`src/rtl/data_mem_arbiter.sv`:
```
// data_mem_arbiter: shares one single-port data memory between a CPU and a
// DMA engine.
//
// Arbitration
//   - IDLE: a lone requester is granted. When both request, the one that did
//     not win last time is granted (round-robin on last_win).
//   - A DMA grant from IDLE opens a burst. In DMA_BURST the DMA keeps the
//     memory for as long as it requests, up to MAX_BURST beats or until the
//     beat flagged with dma_last. A cycle without dma_req abandons the burst.
//   - A burst always leaves last_win = DMA, so a waiting CPU is granted next.
//
// Ports
//   CLK, RST                      clock; synchronous active-low reset
//   cpu_req/addr/wd/we            CPU single-beat access request
//   cpu_gnt, cpu_rd, cpu_rvalid   CPU grant, registered read data and valid
//   stall                         CPU must hold PC and instruction
//   dma_req/last/addr/wd/we       DMA beat request, last-beat flag
//   dma_gnt, dma_rd, dma_rvalid   DMA grant, registered read data and valid
//   mem_A, mem_WD, mem_WE         data-memory address, write data, lane enables
//   mem_RD                        combinational data-memory read data
module data_mem_arbiter #(
  parameter int unsigned ADDRESS_WIDTH = 17,
  parameter int unsigned DATA_WIDTH    = 32,
  parameter int unsigned MAX_BURST     = 8
) (
  input  logic                     CLK,
  input  logic                     RST,
  input  logic                     cpu_req,
  input  logic [ADDRESS_WIDTH-1:0] cpu_addr,
  input  logic [DATA_WIDTH-1:0]    cpu_wd,
  input  logic [3:0]               cpu_we,
  output logic                     cpu_gnt,
  output logic [DATA_WIDTH-1:0]    cpu_rd,
  output logic                     cpu_rvalid,
  output logic                     stall,
  input  logic                     dma_req,
  input  logic                     dma_last,
  input  logic [ADDRESS_WIDTH-1:0] dma_addr,
  input  logic [DATA_WIDTH-1:0]    dma_wd,
  input  logic [3:0]               dma_we,
  output logic                     dma_gnt,
  output logic [DATA_WIDTH-1:0]    dma_rd,
  output logic                     dma_rvalid,
  output logic [ADDRESS_WIDTH-1:0] mem_A,
  output logic [DATA_WIDTH-1:0]    mem_WD,
  output logic [3:0]               mem_WE,
  input  logic [DATA_WIDTH-1:0]    mem_RD
);

  localparam logic [0:0] IDLE      = 1'b0;
  localparam logic [0:0] DMA_BURST = 1'b1;

  localparam logic WIN_CPU = 1'b0;
  localparam logic WIN_DMA = 1'b1;

  localparam logic [3:0] MAX_BEATS = 4'(MAX_BURST);

  logic [0:0] state, state_next;
  logic       last_win, last_win_next;
  logic [3:0] beat_cnt, beat_cnt_next;
  logic [3:0] beat_inc;

  // Grants. Held low while reset is asserted so nothing reaches memory.
  always_comb begin
    cpu_gnt = 1'b0;
    dma_gnt = 1'b0;
    if (RST) begin
      case (state)
        IDLE: begin
          if (cpu_req && dma_req) begin
            cpu_gnt = (last_win == WIN_DMA);
            dma_gnt = (last_win == WIN_CPU);
          end else begin
            cpu_gnt = cpu_req;
            dma_gnt = dma_req;
          end
        end
        DMA_BURST: dma_gnt = dma_req;
        default: ;
      endcase
    end
  end

  assign stall = cpu_req & ~cpu_gnt;

  // Next-state: burst bookkeeping and round-robin history.
  always_comb begin
    state_next    = state;
    last_win_next = last_win;
    beat_cnt_next = beat_cnt;
    beat_inc      = beat_cnt + 4'd1;

    if (cpu_gnt) begin
      last_win_next = WIN_CPU;
    end

    case (state)
      IDLE: begin
        if (dma_gnt) begin
          last_win_next = WIN_DMA;
          beat_cnt_next = 4'd1;
          if (!dma_last && (MAX_BEATS != 4'd1)) begin
            state_next = DMA_BURST;
          end
        end
      end
      DMA_BURST: begin
        if (dma_gnt) begin
          last_win_next = WIN_DMA;
          beat_cnt_next = beat_inc;
          if (dma_last || (beat_inc >= MAX_BEATS)) begin
            state_next    = IDLE;
            beat_cnt_next = 4'd0;
          end
        end else begin
          // Requester went quiet mid-burst: give the memory back.
          state_next    = IDLE;
          beat_cnt_next = 4'd0;
        end
      end
      default: begin
        state_next    = IDLE;
        beat_cnt_next = 4'd0;
      end
    endcase
  end

  // Memory port mux; an ungranted requester's enables never reach memory.
  always_comb begin
    mem_A  = '0;
    mem_WD = '0;
    mem_WE = 4'b0000;
    if (cpu_gnt) begin
      mem_A  = cpu_addr;
      mem_WD = cpu_wd;
      mem_WE = cpu_we;
    end else if (dma_gnt) begin
      mem_A  = dma_addr;
      mem_WD = dma_wd;
      mem_WE = dma_we;
    end
  end

  always_ff @(posedge CLK) begin
    if (!RST) begin
      state      <= IDLE;
      last_win   <= WIN_DMA;
      beat_cnt   <= 4'd0;
      cpu_rvalid <= 1'b0;
      dma_rvalid <= 1'b0;
      cpu_rd     <= '0;
      dma_rd     <= '0;
    end else begin
      state      <= state_next;
      last_win   <= last_win_next;
      beat_cnt   <= beat_cnt_next;
      cpu_rvalid <= cpu_gnt && (cpu_we == 4'b0000);
      dma_rvalid <= dma_gnt && (dma_we == 4'b0000);
      if (cpu_gnt && (cpu_we == 4'b0000)) begin
        cpu_rd <= mem_RD;
      end
      if (dma_gnt && (dma_we == 4'b0000)) begin
        dma_rd <= mem_RD;
      end
    end
  end

endmodule
```
`config.mk`:
```
export PLATFORM = sky130hd
export DESIGN_NAME = data_mem_arbiter
export DESIGN_NICKNAME = d
export VERILOG_FILES = /design/src/rtl/data_mem_arbiter.sv
export SDC_FILE = /design/constraint.sdc
export NUM_CORES = 1
export LEC_CHECK = 0
export ABC_CLOCK_PERIOD_IN_PS = 1760
export BUFFER_PORTS_ARGS = -buffer_cell sky130_fd_sc_hd__buf_2
export CAP_MARGIN = 25
export CORE_AREA = 3 3 102 104
export CTS_BUF_LIST = sky130_fd_sc_hd__clkbuf_8
export CTS_CLUSTER_SIZE = 28
export DETAILED_ROUTE_END_ITERATION = 7
export DIE_AREA = 0 0 105 107
export PLACE_DENSITY = 0.72
export SYNTH_ARGS = -nofsm -noshare
export SYNTH_HDL_FRONTEND = slang
export SYNTH_SLANG_ARGS = --single-unit
```
`constraint.sdc`:
```
create_clock -name CLK -period 1.76 [get_ports CLK]
set_input_delay 0.176 -clock CLK [delete_from_list [all_inputs] [get_ports CLK]]
set_output_delay 0.176 -clock CLK [all_outputs]
set_load 0.02 [all_outputs]
```
; ---- Yosys cells after proc, flatten, opt, wreduce, memory -nomap -nowiden
; Cells that the tools add are included.
[word_totals]
input_bits = 143
register_bits = 72
[classes]
n_reduce_logical = 7
n_mux = 23
n_bitwise = 4
add_sub_neg = 1
eq_ne = 1
magnitude_cmp = 1
[op_table]
columns = operator, n
row1 = $mux 32, 2
row2 = $mux 17, 2
row3 = $mux 4, 5
row4 = $mux 1, 11
row5 = $logic_not 4->1, 2
row6 = $pmux 4 s2, 1
row7 = $add 4x1->4 const B, 1
row8 = $ge 4x4->1 const B, 1
row9 = $pmux 1 s2, 2
row10 = $logic_and 1x1->1, 3
row11 = $not 1->1, 3
row12 = $ne 2x2->1 const B, 1
row13 = $reduce_bool 2->1, 1
row14 = $and 1x1->1, 1
row15 = $logic_or 1x1->1, 1

; ---- Longest topological paths before layout
[depth]
word_depth = 6
ltp_mapped = 6
ltp_nobuf = 4

; ---- Least setup slack after synthesis
; OpenSTA, ideal clock, no wires.
[synth_timing]
kind = reg-to-output
startpoint = register state
endpoint = output port mem_WD[10]
stages_incl_launch_ff = 5
required_time_ns = 1.584
arrival_time_ns = 1.280
n_path_buf = 1
path_slack_ns = 0.304
cell_sequence = dfxtp_1 -> nor2_1 -> nor2_2 -> clkbuf_1 -> a22o_1
[synth_via]
elab_chain_len = 5
[synth_lines]
columns = item, line_no
row1 = "start, declared", 58  ; logic [0:0] state, state_next;
row2 = "start signal, assigned", 154  ; state <= state_next;
row3 = $not 1->1, n/a
row4 = $pmux 1 s2, 68  ; case (state)
row5 = $mux 1, 67  ; if (RST) begin
row6 = $mux 32, 137  ; end else if (dma_gnt) begin
row7 = $mux 32 *, 133  ; if (cpu_gnt) begin
row8 = "end, declared", 45  ; output logic [DATA_WIDTH-1:0] mem_WD,
; Mark *: on every way between the ends. The rest lies on a longest branch, timed or not.

; ---- Worst setup path after layout
[layout_timing]
startpoint = register state
endpoint = output port mem_A[0]
[layout_via]
elab_chain_len = 5
[layout_lines]
columns = item, line_no
row1 = $not 1->1, n/a
row2 = $pmux 1 s2, 68
row3 = $mux 1, 67
row4 = $mux 17, 137
row5 = $mux 17 *, 133
row6 = "end, declared", 44  ; output logic [ADDRESS_WIDTH-1:0] mem_A,
; Marked as above.

==> results by group <==
Route
  – Final ANT Viol Nets: 0
  – DR vias: between 3k and 4k
  – # DRC: 0
  – DR pass1 iterations: 4
  – Wire length per cell: 17.4 microns
  – Vias/cell: 4.78
  – Total routed wirelength: 13000 microns
  – 1st-iter DRT viols: ~170

Setup path
  – Worst reg-to-reg path cell count: 7
  – Slowest stage cell, crit path: dfxtp_4
  – Setup CP Type: reg2out
  – CP max FO: 27
  – CP cell instances: nor2b_4 -> and3_4 -> buf_16 -> a22o_1 -> buf_6
  – Critical path launch point type: register
  – Worst Path Arrival: 1.64 ns
  – Top delay family on crit path: simple AND/OR/NAND/NOR gates
  – CP Capture Type: output pin
  – Worst path depth: 5
  – CP peak stage delay: roughly 0.38 ns
  – Buffers and inverters on the worst path: 2
  – Required time worst endpoint: 1.58 ns

Yosys
  – Post-Syn Instances: 349
  – Avg Cell Area, Syn: 9.67 sq um
  – Post-Syn Nets: 493
  – Sequential-to-total area share from yosys stat: 42.7%
  – Yosys warns: 0
  – #FFs+latches synth: slightly above 70
  – Library cells used by synthesis: 32
  – Post-Syn Area: between 0.003 and 0.004 sq mm

STA
  – Fin worst setup slack: -0.0588 ns
  – Minimum clock period: approximately 1.8 ns
  – Max-Slew Margin vs Limit: 75.6%
  – Pins Over Slew Limit: 0
  – Final period utilization: 103%
  – Final Hold Vio Count: 0
  – Setup Viol. Count Final: 40
  – RSZ-0062 raised after global routing: true
  – Final Skew: 0.00447 ns
  – Slew @ Worst Pin: about 0.36 ns
  – Fin Setup TNS: -0.827 ns
  – Fmax: between 500 and 600 MHz

Hold path
  – Hold Path Class: in2reg
  – Hold Path Depth: 2

Global routing
  – Global-route wire length before repair: a little under 20000 microns
  – Vias in the first global route: 3695
  – GRT Overall Usage: between 20% and 30%
  – Initial antenna violation count: 0
  – Largest net degree at the start of global routing: 56
  – Total grt overflow: 0

Run status
  – Status: finished with violations
  – Failing checks: setup timing

Die
  – Die Y: roughly 110 microns
  – Rows: 36
  – Initial Utilization: 35.0%
  – Die W: around 110 microns
  – Die footprint: approximately 0.011 sq mm
  – Core Area: 0.00964 sq mm
  – I/O Pins: roughly 270

Clock tree
  – CTS tree: yes
  – TritonCTS buffer count: 9
  – CTS root buf: clkbuf_8
  – Clk_lat worst skew: approximately 0.33 ns
  – CTS Buffer Depth: 2
  – Clock sink total: 72
  – Clk pin slew, worst setup/hold paths: ~0.070 ns
  – CTS H-tree depth: 3

Power and ir drop
  – Power per Cell Area: between 700 and 800 mW/mm^2
  – Cell Int Power: between 3 and 4 mW
  – Max IR drop VDD: ~0.45 mV
  – Logic pwr share: between 20% and 30%
  – P_leak: between 2 and 3 nW
  – Sw frac: approximately 25%
  – Clock Power Share: 38.4%
  – Sw Pwr: around 1.0 mW
  – Sequential Power Share: between 40% and 50%

Placement
  – DPL Wire Length: 9700 microns
  – Place WS: 0.167 ns
  – Gp weighted congestion: approximately 0.90
  – IO Port Bufs: approximately 260

Final layout
  – Fraction of layout cells with a size suffix above 1: about 51%
  – Nets: roughly 760
  – N_diodes: 0
  – Area delta synth->final: 64.2%

Job
  – Max-cap viol count: 0
## path summary, 6_finish.rpt
kind	from	to	slack, ns
worst max register to register	state$_SDFF_PN0_	cpu_rd[24]$_SDFFE_PN0P_	0.24
worst max-delay path	state$_SDFF_PN0_	mem_A[0]	-0.06
worst min register to register	dma_rd[19]$_SDFFE_PN0P_	dma_rd[19]$_SDFFE_PN0P_	0.45
worst min-delay path	dma_last	state$_SDFF_PN0_	0.04
## layout by cell type (no fill, tap or decap), drive strengths merged
master and n:
a22o 54, and3 2, clkbuf 12, nor2b 34, nand3b 1, bufinv 3, buf 280, nand2b 1
nand4 1, inv 2, ha 1, nor2 4, and2 1, o21ai 1, nand4b 1, nor4b 2
dfxtp 72, nand2 69, xnor2 1, a21boi 33, mux2i 32, nand3 2, a21oi 2, clkinv 2
a211o 1, a2111oi 1, o31ai 1, nor4 2
## cell families (layout without fill, tap and decap cells)
logic type	count (synthesis)	after routing	share of synthesized area, %
simple gates	120	120	18.2
compound gates	93	93	22.5
flops	72	72	42.7
mux	32	32	9.49
buf+inv	30	299	6.41
fa+ha+maj	1	1	0.371
xor+xnor	1	1	0.259
## power groups by stage
stage | logic (mW) | registers, mW | clock network, mW
after CTS | 0.801 | 1.66 | 1.63
after global routing | 0.921 | 1.66 | 1.69
final | 0.867 | 1.66 | 1.57
after floorplan | 0.343 | 1.71 | 0
after detailed placement | 0.670 | 1.69 | 0
after global placement | 0.668 | 1.69 | 0
## metrics by stage
stage	util (%)	area, sq um	power, mW	instances	hold slack [ns]
finish	57.5	5540	4.10	751	0.0417
global route	57.5	5540	4.27	751	0.0176
CTS	55.7	5370	4.09	747	0.0123
detailed placement	49.4	4760	2.36	728	0.396
global placement	49.4	4760	2.36	728	0.387
floorplan	-	3380	2.05	349	0.259
## layout make-up
| cell class | instances | area [sq um] |
|---|---|---|
| fillers | 862 | 4100 |
| flip-flops and latches | 72 | 1450 |
| clock inverters | 6 | 108 |
| inverters | 1 | 3.75 |
| multi-input cells | 247 | 1800 |
| repair buffers | 282 | 1880 |
| well taps | 133 | 166 |
| clock buffers | 10 | 138 |
## routing by layer
layer,wire [microns],GRT usage [%]
met5,0,0
met4,144,5.81
met3,1170,8.73
met2,6320,37.9
met1,5400,26.1
## sequential cells by signal, summed over array words and instances, names as in the netlist
name	flops
dma_rvalid	1
beat_cnt	4
last_win	1
state	1
cpu_rvalid	1
cpu_rd	32
dma_rd	32
## synthesized netlist by cell type
| master | n | share of area, % |
|---|---|---|
| nand2_1 | 69 | 7.7 |
| nor4_4 | 1 | 0.63 |
| a22o_1 | 54 | 14 |
| nand4b_1 | 1 | 0.26 |
| clkbuf_1 | 8 | 0.89 |
| dfxtp_1 | 72 | 43 |
| xnor2_1 | 1 | 0.26 |
| nand4_4 | 1 | 0.63 |
| nand3b_1 | 1 | 0.22 |
| nand3_1 | 2 | 0.30 |
| a211o_1 | 1 | 0.26 |
| nor2_2 | 1 | 0.19 |
| mux2i_1 | 32 | 9.5 |
| buf_4 | 1 | 0.22 |
| nor4b_1 | 2 | 0.52 |
| buf_2 | 8 | 1.2 |
| a21oi_1 | 2 | 0.30 |
| nor2b_2 | 1 | 0.26 |
| a2111oi_0 | 1 | 0.26 |
| a21boi_0 | 3 | 0.67 |
| nor2b_1 | 33 | 6.1 |
| a21boi_1 | 30 | 6.7 |
| and3_1 | 2 | 0.37 |
| ha_1 | 1 | 0.37 |
| inv_1 | 1 | 0.11 |
| nor2_1 | 3 | 0.33 |
| and2_1 | 1 | 0.19 |
| buf_6 | 12 | 4.0 |
| o21ai_0 | 1 | 0.15 |
| o31ai_1 | 1 | 0.22 |
| nand2b_1 | 1 | 0.19 |
| nor4_2 | 1 | 0.37 |
## timing repair
action / in CTS / in global routing
buffers inserted: 1 / 2
endpoints found under the hold margin: 0 / 0
gates resized for setup: 91 / 29
pin swaps: 1 / 5
hold buffers: 0 / 0
gates cloned: 2 / 2
setup endpoints to repair: 54 / 54
(Power assumes the default switching activity.)
